--- src/rtl/atm_ports_pkg.sv ---
// Port constants, decode masks and strobe FSM encoding
// shared by the ATM pager controller.
package atm_ports_pkg;

    localparam logic [15:0] PORT_EFF7   = 16'hEFF7;
    localparam logic [7:0]  PORT_77_LO  = 8'h77;
    localparam logic [7:0]  PORT_F7_LO  = 8'hF7;
    localparam logic [15:0] MASK_7FFD   = 16'h8002;
    localparam logic [15:0] MATCH_7FFD  = 16'h0000;
    localparam logic [7:0]  MASK_F7_HI  = 8'h37;
    localparam logic [7:0]  MATCH_F7_HI = 8'h37;

    typedef enum logic [1:0] {
        IDLE     = 2'd0,
        ACTIVE   = 2'd1,
        WAIT_END = 2'd2
    } zio_state_e;

    typedef struct packed {
        logic eff7;
        logic p7ffd;
        logic atm;
        logic p77;
    } port_hit_t;

    // One-hot hit vector, earlier ports shadow later ones
    function automatic port_hit_t decode_port(input logic [15:0] a);
        port_hit_t h;
        h = '0;
        if (a == PORT_EFF7)
            h.eff7 = 1'b1;
        else if ((a & MASK_7FFD) == MATCH_7FFD)
            h.p7ffd = 1'b1;
        else if (a[7:0] == PORT_F7_LO && (a[15:8] & MASK_F7_HI) == MATCH_F7_HI)
            h.atm = 1'b1;
        else if (a[7:0] == PORT_77_LO)
            h.p77 = 1'b1;
        return h;
    endfunction

endpackage

--- src/rtl/atm_pager_ctrl_if.sv ---
// Z80 bus as seen after the fclk synchroniser.
interface atm_pager_ctrl_if;

    logic        zpos;
    logic        zneg;
    logic [15:0] za;
    logic [7:0]  zd;
    logic        iorq_n;
    logic        wr_n;
    logic        m1_n;

    modport master (
        output zpos, zneg, za, zd, iorq_n, wr_n, m1_n
    );

    modport slave (
        input zpos, zneg, za, zd, iorq_n, wr_n, m1_n
    );

endinterface

--- src/rtl/zio_wr_detect.sv ---
// Z80 I/O write detector: one strobe per OUT cycle with
// the address/data captured at its first zneg.
module zio_wr_detect
    import atm_ports_pkg::*;
(
    input  logic        fclk,
    input  logic        rst,
    input  logic        i_zneg,
    input  logic [15:0] i_za,
    input  logic [7:0]  i_zd,
    input  logic        i_iorq_n,
    input  logic        i_wr_n,
    input  logic        i_m1_n,
    output logic        o_stb,
    output logic        o_active,
    output logic [15:0] o_addr,
    output logic [7:0]  o_data
);

    zio_state_e  r_state;
    zio_state_e  w_next;
    logic        w_start;
    logic        r_stb;
    logic [15:0] r_addr;
    logic [7:0]  r_data;

    always_ff @(posedge fclk) begin
        if (rst) begin
            r_state <= WAIT_END;
            r_stb   <= 1'b0;
            r_addr  <= '0;
            r_data  <= '0;
        end else begin
            r_state <= w_next;
            r_stb   <= w_start;
            if (w_start) begin
                r_addr <= i_za;
                r_data <= i_zd;
            end
        end
    end

    always_comb begin
        w_next  = r_state;
        w_start = 1'b0;
        if (i_zneg) begin
            unique case (r_state)
                IDLE: begin
                    if (!i_iorq_n && !i_wr_n && i_m1_n) begin
                        w_next  = ACTIVE;
                        w_start = 1'b1;
                    end
                end
                ACTIVE:   w_next = WAIT_END;
                WAIT_END: if (i_iorq_n) w_next = IDLE;
                default:  w_next = WAIT_END;
            endcase
        end
    end

    assign o_stb    = r_stb;
    assign o_active = (r_state == ACTIVE);
    assign o_addr   = r_addr;
    assign o_data   = r_data;

endmodule

--- src/rtl/atm_pager_ctrl.sv ---
// ATM pager configuration: port decode, Pentagon-1024
// mapping state, pager write strobe and global DOS flag.
module atm_pager_ctrl
    import atm_ports_pkg::*;
#(
    parameter bit ATM_DOS_ONLY = 1'b1,
    parameter bit RST_DOS      = 1'b0
) (
    input  logic             fclk,
    input  logic             rst,
    atm_pager_ctrl_if.slave  zbus,
    input  logic [3:0]       dos_turn_on,
    input  logic [3:0]       dos_turn_off,
    output logic             atmF7_wr,
    output logic             pent1m_ROM,
    output logic [5:0]       pent1m_page,
    output logic             pent1m_ram0_0,
    output logic             pent1m_1m_on,
    output logic             pager_off,
    output logic             dos,
    output logic             lock_7ffd,
    output logic             io_wr_stb
);

    logic        w_stb;
    logic        w_active;
    logic [15:0] w_addr;
    logic [7:0]  w_data;
    port_hit_t   w_hit;
    logic        w_atm_ok;
    logic        w_eff7;
    logic        w_7ffd;
    logic        w_atm;
    logic        w_77;

    logic        r_atm_wr;
    logic        r_io_stb;
    logic        r_rom;
    logic [5:0]  r_page;
    logic        r_ram0;
    logic        r_1m_on;
    logic        r_pager_off;
    logic        r_dos;
    logic        r_lock;

    zio_wr_detect u_det (
        .fclk     (fclk),
        .rst      (rst),
        .i_zneg   (zbus.zneg),
        .i_za     (zbus.za),
        .i_zd     (zbus.zd),
        .i_iorq_n (zbus.iorq_n),
        .i_wr_n   (zbus.wr_n),
        .i_m1_n   (zbus.m1_n),
        .o_stb    (w_stb),
        .o_active (w_active),
        .o_addr   (w_addr),
        .o_data   (w_data)
    );

    always_comb begin
        w_hit    = decode_port(w_addr);
        w_atm_ok = !ATM_DOS_ONLY || r_dos || r_pager_off;
        w_eff7   = w_stb && w_hit.eff7;
        w_7ffd   = w_stb && w_hit.p7ffd && !r_lock;
        w_atm    = w_stb && w_active && w_hit.atm && w_atm_ok;
        w_77     = w_stb && w_hit.p77 && w_atm_ok;
    end

    always_ff @(posedge fclk) begin
        if (rst) begin
            r_atm_wr    <= 1'b0;
            r_io_stb    <= 1'b0;
            r_rom       <= 1'b0;
            r_page      <= '0;
            r_ram0      <= 1'b0;
            r_1m_on     <= 1'b1;
            r_pager_off <= 1'b0;
            r_lock      <= 1'b0;
            r_dos       <= RST_DOS;
        end else begin
            r_atm_wr <= w_atm;
            r_io_stb <= w_eff7 || w_7ffd || w_atm || w_77;
            if (w_eff7) begin
                r_1m_on <= ~w_data[2];
                r_ram0  <= w_data[3];
                if (!w_data[2]) r_lock <= 1'b0;
            end
            if (w_7ffd) begin
                r_rom <= w_data[4];
                if (r_1m_on) begin
                    r_page <= {w_data[7:6], w_data[5], w_data[2:0]};
                end else begin
                    r_page <= {3'b000, w_data[2:0]};
                    r_lock <= w_data[5];
                end
            end
            if (w_77) r_pager_off <= ~w_data[3];
            // Turn-on wins over a simultaneous turn-off
            if (|dos_turn_on)
                r_dos <= 1'b1;
            else if (|dos_turn_off)
                r_dos <= 1'b0;
        end
    end

    assign atmF7_wr      = r_atm_wr;
    assign io_wr_stb     = r_io_stb;
    assign pent1m_ROM    = r_rom;
    assign pent1m_page   = r_page;
    assign pent1m_ram0_0 = r_ram0;
    assign pent1m_1m_on  = r_1m_on;
    assign pager_off     = r_pager_off;
    assign dos           = r_dos;
    assign lock_7ffd     = r_lock;

endmodule

--- src/flat_wrapper.sv ---
// flat-port wrapper written by rule: the top's interface ports become plain ports
module atm_pager_ctrl_flat import atm_ports_pkg::*;
#(
    parameter bit ATM_DOS_ONLY = 1'b1,
    parameter bit RST_DOS      = 1'b0
)
  (fclk, rst, dos_turn_on, dos_turn_off, atmF7_wr, pent1m_ROM, pent1m_page, pent1m_ram0_0, pent1m_1m_on, pager_off, dos, lock_7ffd, io_wr_stb, zbus_zpos, zbus_zneg, zbus_za, zbus_zd, zbus_iorq_n, zbus_wr_n, zbus_m1_n);
  atm_pager_ctrl_if zbus_i ();
  input  logic fclk;
  input  logic rst;
  input  logic [3:0] dos_turn_on;
  input  logic [3:0] dos_turn_off;
  output logic atmF7_wr;
  output logic pent1m_ROM;
  output logic [5:0] pent1m_page;
  output logic pent1m_ram0_0;
  output logic pent1m_1m_on;
  output logic pager_off;
  output logic dos;
  output logic lock_7ffd;
  output logic io_wr_stb;
  input wire logic [$bits(zbus_i.zpos)-1:0] zbus_zpos;
  input wire logic [$bits(zbus_i.zneg)-1:0] zbus_zneg;
  input wire logic [$bits(zbus_i.za)-1:0] zbus_za;
  input wire logic [$bits(zbus_i.zd)-1:0] zbus_zd;
  input wire logic [$bits(zbus_i.iorq_n)-1:0] zbus_iorq_n;
  input wire logic [$bits(zbus_i.wr_n)-1:0] zbus_wr_n;
  input wire logic [$bits(zbus_i.m1_n)-1:0] zbus_m1_n;
  assign zbus_i.zpos = zbus_zpos;
  assign zbus_i.zneg = zbus_zneg;
  assign zbus_i.za = zbus_za;
  assign zbus_i.zd = zbus_zd;
  assign zbus_i.iorq_n = zbus_iorq_n;
  assign zbus_i.wr_n = zbus_wr_n;
  assign zbus_i.m1_n = zbus_m1_n;
  atm_pager_ctrl #(.ATM_DOS_ONLY(ATM_DOS_ONLY), .RST_DOS(RST_DOS)) u_core (.fclk(fclk), .rst(rst), .zbus(zbus_i), .dos_turn_on(dos_turn_on), .dos_turn_off(dos_turn_off), .atmF7_wr(atmF7_wr), .pent1m_ROM(pent1m_ROM), .pent1m_page(pent1m_page), .pent1m_ram0_0(pent1m_ram0_0), .pent1m_1m_on(pent1m_1m_on), .pager_off(pager_off), .dos(dos), .lock_7ffd(lock_7ffd), .io_wr_stb(io_wr_stb));
endmodule
--- config.mk ---
export PLATFORM = sky130hd
export DESIGN_NAME = atm_pager_ctrl_flat
export DESIGN_NICKNAME = d
export VERILOG_FILES = /design/src/rtl/atm_ports_pkg.sv /design/src/rtl/atm_pager_ctrl_if.sv /design/src/rtl/zio_wr_detect.sv /design/src/rtl/atm_pager_ctrl.sv /design/src/flat_wrapper.sv
export SDC_FILE = /design/constraint.sdc
export NUM_CORES = 1
export LEC_CHECK = 0
export BUFFER_PORTS_ARGS = -buffer_cell sky130_fd_sc_hd__buf_2
export CORE_AREA = 2 2 53 65
export CTS_CLUSTER_DIAMETER = 100
export DETAILED_ROUTE_END_ITERATION = 6
export DIE_AREA = 0 0 55 67
export HOLD_SLACK_MARGIN = 0.02
export MAX_ROUTING_LAYER = met4
export PLACE_DENSITY = 0.77
export SYNTH_ARGS = -nofsm -noshare
export SYNTH_HDL_FRONTEND = slang
export SYNTH_SLANG_ARGS = --single-unit
--- constraint.sdc ---
create_clock -name fclk -period 2.35 [get_ports fclk]
set_input_delay 0.3525 -clock fclk [delete_from_list [all_inputs] [get_ports fclk]]
set_output_delay 0.3525 -clock fclk [all_outputs]
set_load 0.02 [all_outputs]
* After elaboration in Yosys (flattened, before gate mapping)
Index checks and enable logic that the tools add are counted.
Cells by class: eq/ne operators 8, mux-type cells 20, bitwise logic cells 2, reductions and logical operators 24
Operators by type and width (number):
- 16-bit == test, second input constant | 1
- 16-bit logical NOT | 1
- 1-bit two-way mux | 14
- 1-bit logical AND | 11
- 8-bit by 7-bit == test with 1-bit output, second input constant | 1
- 8-bit == test, second input constant | 1
- 4-bit OR reduction | 2
- 2-bit two-way mux | 3
- 6-bit two-way mux | 1
- 5-bit == test, second input constant | 1
- 1-bit logical OR | 4
- 2-bit != test, second input constant | 2
- 2-bit case mux with 2 select lines | 1
- 1-bit logical NOT | 3
- 3-bit two-way mux | 1
- 3-bit AND reduction | 1
- 2-bit by 1-bit == test with 1-bit output, second input constant | 1
- 2-bit == test, second input constant | 1
- 2-bit logical NOT | 1
- 1-bit NOT | 2
- 2-bit nonzero test | 1
Word-level totals: flip-flop bits (word level) 41, input port bits 39, word-level logic and storage cells 67

* Depth between registers and ports, before layout
word-level depth 10, depth in mapped cells 6, gate-level depth less buffers 4

* Hierarchy
A second synthesis with hierarchy kept.
Second synthesis, totals: cell total of the unflattened synthesis 187, area, all modules 1823.0 sq um
By module, submodules not included:
- zio_wr_detect | instances 1, cells an instance 116, area an instance 1213.7 sq um, sequential area each 540.5 sq um
- atm_pager_ctrl | instances 1, cells an instance 71, area an instance 609.3 sq um, sequential area each 280.3 sq um

* Worst setup path after synthesis
No wires, ideal clock.
path kind reg-to-reg, start register u_core.u_det.r_addr[1], in the netlist u_core.u_det.o_addr[1], end register u_core.r_1m_on, in the netlist u_core.pent1m_1m_on, library setup time 125 ps, data arrival time 1479 ps, data required time 2225 ps, slack 746 ps, stages on the path, launching flop included 5, buffers on the path 1, cell sequence dfxtp_1 nand4_1 or4_1 buf_2 o41a_1
On the way: longest elaborated chain between the ends 3
RTL lines:
- from (decl) | RTL line zio_wr_detect.sv:24 | logic [15:0] r_addr;
- from (signal assigned) | RTL line zio_wr_detect.sv:37 | r_addr <= i_za;
- 16-bit == test | RTL line atm_ports_pkg.sv:30 | if (a == PORT_EFF7)
- 1-bit two-way mux | RTL line atm_ports_pkg.sv:30
- 1-bit logical AND | RTL line atm_pager_ctrl.sv:64 | w_eff7 = w_stb && w_hit.eff7;
- to (signal assigned) | RTL line atm_pager_ctrl.sv:85 | r_1m_on <= ~w_data[2];
- to (decl) | RTL line atm_pager_ctrl.sv:41 | logic r_1m_on;
No other way between the ends. A chain may end at the register's enable or synchronous reset.

* Worst setup path after layout
start register u_core.u_det.r_addr[1], in the netlist u_core.u_det.o_addr[1], end register u_core.r_io_stb, in the netlist u_core.io_wr_stb
On the way: longest elaborated chain between the ends 9, elaborated cells on any way between the ends 22, classes of those cells eq/ne: 3; mux: 7; reduce/logical: 12
RTL lines:
- 8-bit == test | RTL line atm_ports_pkg.sv:34 | else if (a[7:0] == PORT_F7_LO && (a[15:8] & MASK_F7_HI) == MATCH_F7_HI)
- 1-bit logical AND | RTL line atm_ports_pkg.sv:34
- 1-bit two-way mux | RTL line atm_ports_pkg.sv:34
- 2-bit two-way mux | RTL line atm_ports_pkg.sv:32 | else if ((a & MASK_7FFD) == MATCH_7FFD)
- 3-bit two-way mux | RTL line atm_ports_pkg.sv:30
- 1-bit logical AND (2 in series) | RTL line atm_pager_ctrl.sv:66 | w_atm = w_stb && w_active && w_hit.atm && w_atm_ok;
- 1-bit logical OR | RTL line atm_pager_ctrl.sv:83 | r_io_stb <= w_eff7 || w_7ffd || w_atm || w_77;
- 1-bit logical OR * | RTL line atm_pager_ctrl.sv:83
- to (signal assigned) | RTL line atm_pager_ctrl.sv:83
- to (decl) | RTL line atm_pager_ctrl.sv:37 | logic r_io_stb;
Every way passes the cells marked *; elsewhere a longest branch is shown, timed or not.

==> summary.txt <==
CTS
  • Total clock buffers created by CTS: 5
  • Max H-tree Level: 2
  • Clock buffer depth: 2
  • Post-CTS setup buffers: 0
  • Register clock-pin slew on the reported worst setup and hold paths: between 0.1 and 0.15 ns
  • TritonCTS clock tree: yes
  • Skew-Pair Late Insertion Delay: ~0.35 ns
  • CTS hold repair buffers: 0
  • Post-CTS sizing: 0
  • CTS sink cnt: approximately 40
  • Root buffer cell: clkbuf_4

Min path
  • Hold Crit Start: zbus_zd[4]
  • Hold Path Class: in -> reg
  • Hold Crit Depth: 3
  • Hold-critical path endpoint: u_core.u_det.o_data[4]

Power and ir drop
  • Pwr per Cell Area: approximately 650 mW/mm2
  • Leak: roughly 0.73 nW
  • Peak supply drop: 0.488 mV
  • Design Power: roughly 1.2 mW

Routing
  • Routed WL: ~3.1 mm
  • Pre-antenna DRT Iters: 4
  • WL per Instance: about 11 um
  • DR DRC count: 0
  • Routed vias: around 1400
  • Drt first-iter violations: 16
  • Antenna viol nets, final: 0
  • Vias/cell: 5.11

Timing
  • Final setup viols: 0
  • Fin. max-slew vios: 0
  • Max-slew headroom: 0.485
  • TNS Setup: 0 ns
  • Hold Vio Cnt, Final: 0
  • Slew @ Worst Pin: a little under 0.8 ns
  • PnR worst setup slack: between 0.5 and 0.6 ns
  • Tmin final: 1.77 ns
  • Max Clock Skew: 0.00999 ns
  • Fmax: approximately 0.57 GHz
  • Final Cycle Share: 0.753
  • RSZ-0062 raised after global routing: no

GRT
  • Vias in the first global route: approximately 1200
  • GRT Total Usage: 0.205
  • First-pass GRT wire length: roughly 5.2 mm
  • GR Overflow Total: 0
  • Initial antenna violation count: 0
  • Largest net degree at the start of global routing: 27

Worst setup path
  • Biggest cell delay along the critical path: approximately 0.67 ns
  • Slowest-stage cell, CP: or4_1
  • Crit. End Element: flip-flop
  • Critical path data required time: about 2.6 ns
  • RR Endpoint: u_core.io_wr_stb
  • R2R Setup Slk: 0.58 ns
  • Worst setup SP type: flip-flop
  • R2R depth: 4
  • Worst-path cell chain: nand4_1, or4_1, nor4_2, nand3b_1
  • Top Family by Delay on Critical Path: simple AND/OR/NAND/NOR gates
  • Critical Path AT: approximately 2 ns
  • Launch point of the worst reg-to-reg path: u_core.u_det.o_addr[1]
  • CP max FO: 7
  • Worst setup path class: reg -> reg
  • CP Buf/Inv Count: 0

Floorplan
  • Die W: 55 um
  • Die area: about 0.0037 mm2
  • # IOs: 53
  • Floorplan core area: around 0.003 mm2
  • Die Height: about 67 um
  • Row count: 22
  • Initial core utilization: 0.504

Synthesis
  • Async S/R FF share, synth: 0
  • Post-synth EDFFs: 0
  • YS warnings: 0
  • Cell taking the most area after synthesis: dfxtp_1
  • Distinct cells, synth: 29
  • Post-Syn Area: around 0.0015 mm2
  • Post-Syn Instances: 187
  • Post-synthesis sequential area ratio: 0.538
  • Synth top area cells: dfxtp_1 54%, nand2_1 16%, a21oi_1 11%
  • Count leader, synth: nand2_1
  • Mean Syn Cell Area: between 8 and 9 um2
  • Prevailing post-synth register cell: dfxtp_1
  • Synth Register Bits: 41
  • Commonest cells in the netlist: 64 x nand2_1, 41 x dfxtp_1, 33 x a21oi_1
  • Share of the synthesized area in the top cell type: 0.538
  • Syn nets: approximately 230

Placed design
  • Port Buf Inserts: just over 50
  • RD Place Congestion: between 0.8 and 0.9
  • HPWL after detailed placement: ~2.2 mm
  • Pre-CTS setup slack: 0.606 ns

Layout
  • Share of layout cells above drive strength 1: 0.269
  • Layout overhead on the synthesized area: 24.0%
  • Nets: 276
  • Fill cell count: 308
  • N_diodes: 0

Status
  • Outcome: completed

Run
  • Maxcap violations: 0
report_power, final:
group | switching, mW | internal [mW]
clock | 0.217 | 0.254
sequential | 0.00393 | 0.700
combinational | 0.0283 | 0.0289
total | 0.249 | 0.983
cell usage in the layout, fill, tap and decap left out, drive strengths merged, types with 2 or more instances in the layout:
cell type  netlist  layout
a21oi           33      33
dfxtp           41      41
nand3b           2       2
nor2             3       3
nor4             5       5
inv              3       3
nand3            6       6
o21ai            4       4
nand2           64      64
clkbuf           9       7
buf              2      54
cells by family (layout without fill, tap and decap cells):
group,count (synthesis),count (layout),share of synthesized area
compound gates,43,43,0.157
buf+inv,14,65,0.0353
flops,41,41,0.538
simple gates,89,89,0.270
worst max path at each step:
| stage | start | to | slack (ns) | cells past startpoint |
|---|---|---|---|---|
| after floorplan | u_core.u_det.o_addr[1] | u_core.pent1m_1m_on | 0.75 | 4 |
| after global placement | u_core.u_det.o_addr[1] | u_core.io_wr_stb | 0.63 | 4 |
| after detailed placement | u_core.u_det.o_addr[1] | u_core.io_wr_stb | 0.61 | 4 |
| after CTS | u_core.u_det.o_addr[1] | u_core.io_wr_stb | 0.57 | 4 |
| after global routing | u_core.u_det.o_addr[1] | u_core.io_wr_stb | 0.46 | 4 |
| final | u_core.u_det.o_addr[1] | u_core.io_wr_stb | 0.58 | 4 |
layer usage:
| layer | up-vias | track usage | routed length (um) | part of all wire |
|---|---|---|---|---|
| li1 | 739 | - | - | - |
| met2 | 41 | 0.299 | 1410 | 0.45 |
| met4 | 0 | 0.0915 | 54 | 0.017 |
| met3 | 5 | 0.0673 | 210 | 0.067 |
| met1 | 614 | 0.254 | 1440 | 0.46 |
| met5 | - | - | 0 | 0 |
sequential cells by signal, summed over array words and instances, names as in the netlist, 2 cells and up:
| register | count |
|---|---|
| u_core.u_det.o_data | 8 |
| u_core.u_det.r_state | 2 |
| u_core.u_det.o_addr | 16 |
| u_core.pent1m_page | 6 |
through the flow:
stage          area (um2)   util  hold slack, ns  instances
2_1_floorplan        1530      -           0.431        187
3_3_place_gp         1810  0.596           0.438        266
3_5_place_dp         1810  0.596           0.446        266
4_1_cts              1890  0.624           0.219        274
5_1_grt              1890  0.624           0.202        274
6_report             1890  0.624           0.225        274
tightest hold or removal path: stages:
cell and delay [ns]:
buf_2 0.09, nand2_1 0.04, a21oi_1 0.05
layout make-up:
type | count | area [um2] | area share
sequential | 41 | 821 | 0.434
multi-input combinational | 132 | 651 | 0.344
timing repair buffer | 54 | 278 | 0.147
clock buffer | 7 | 55.1 | 0.0291
tap | 36 | 45.0 | 0.0238
clock inverter | 1 | 30.0 | 0.0159
inverter | 3 | 11.3 | 0.00596
(Power assumes the default switching activity.)
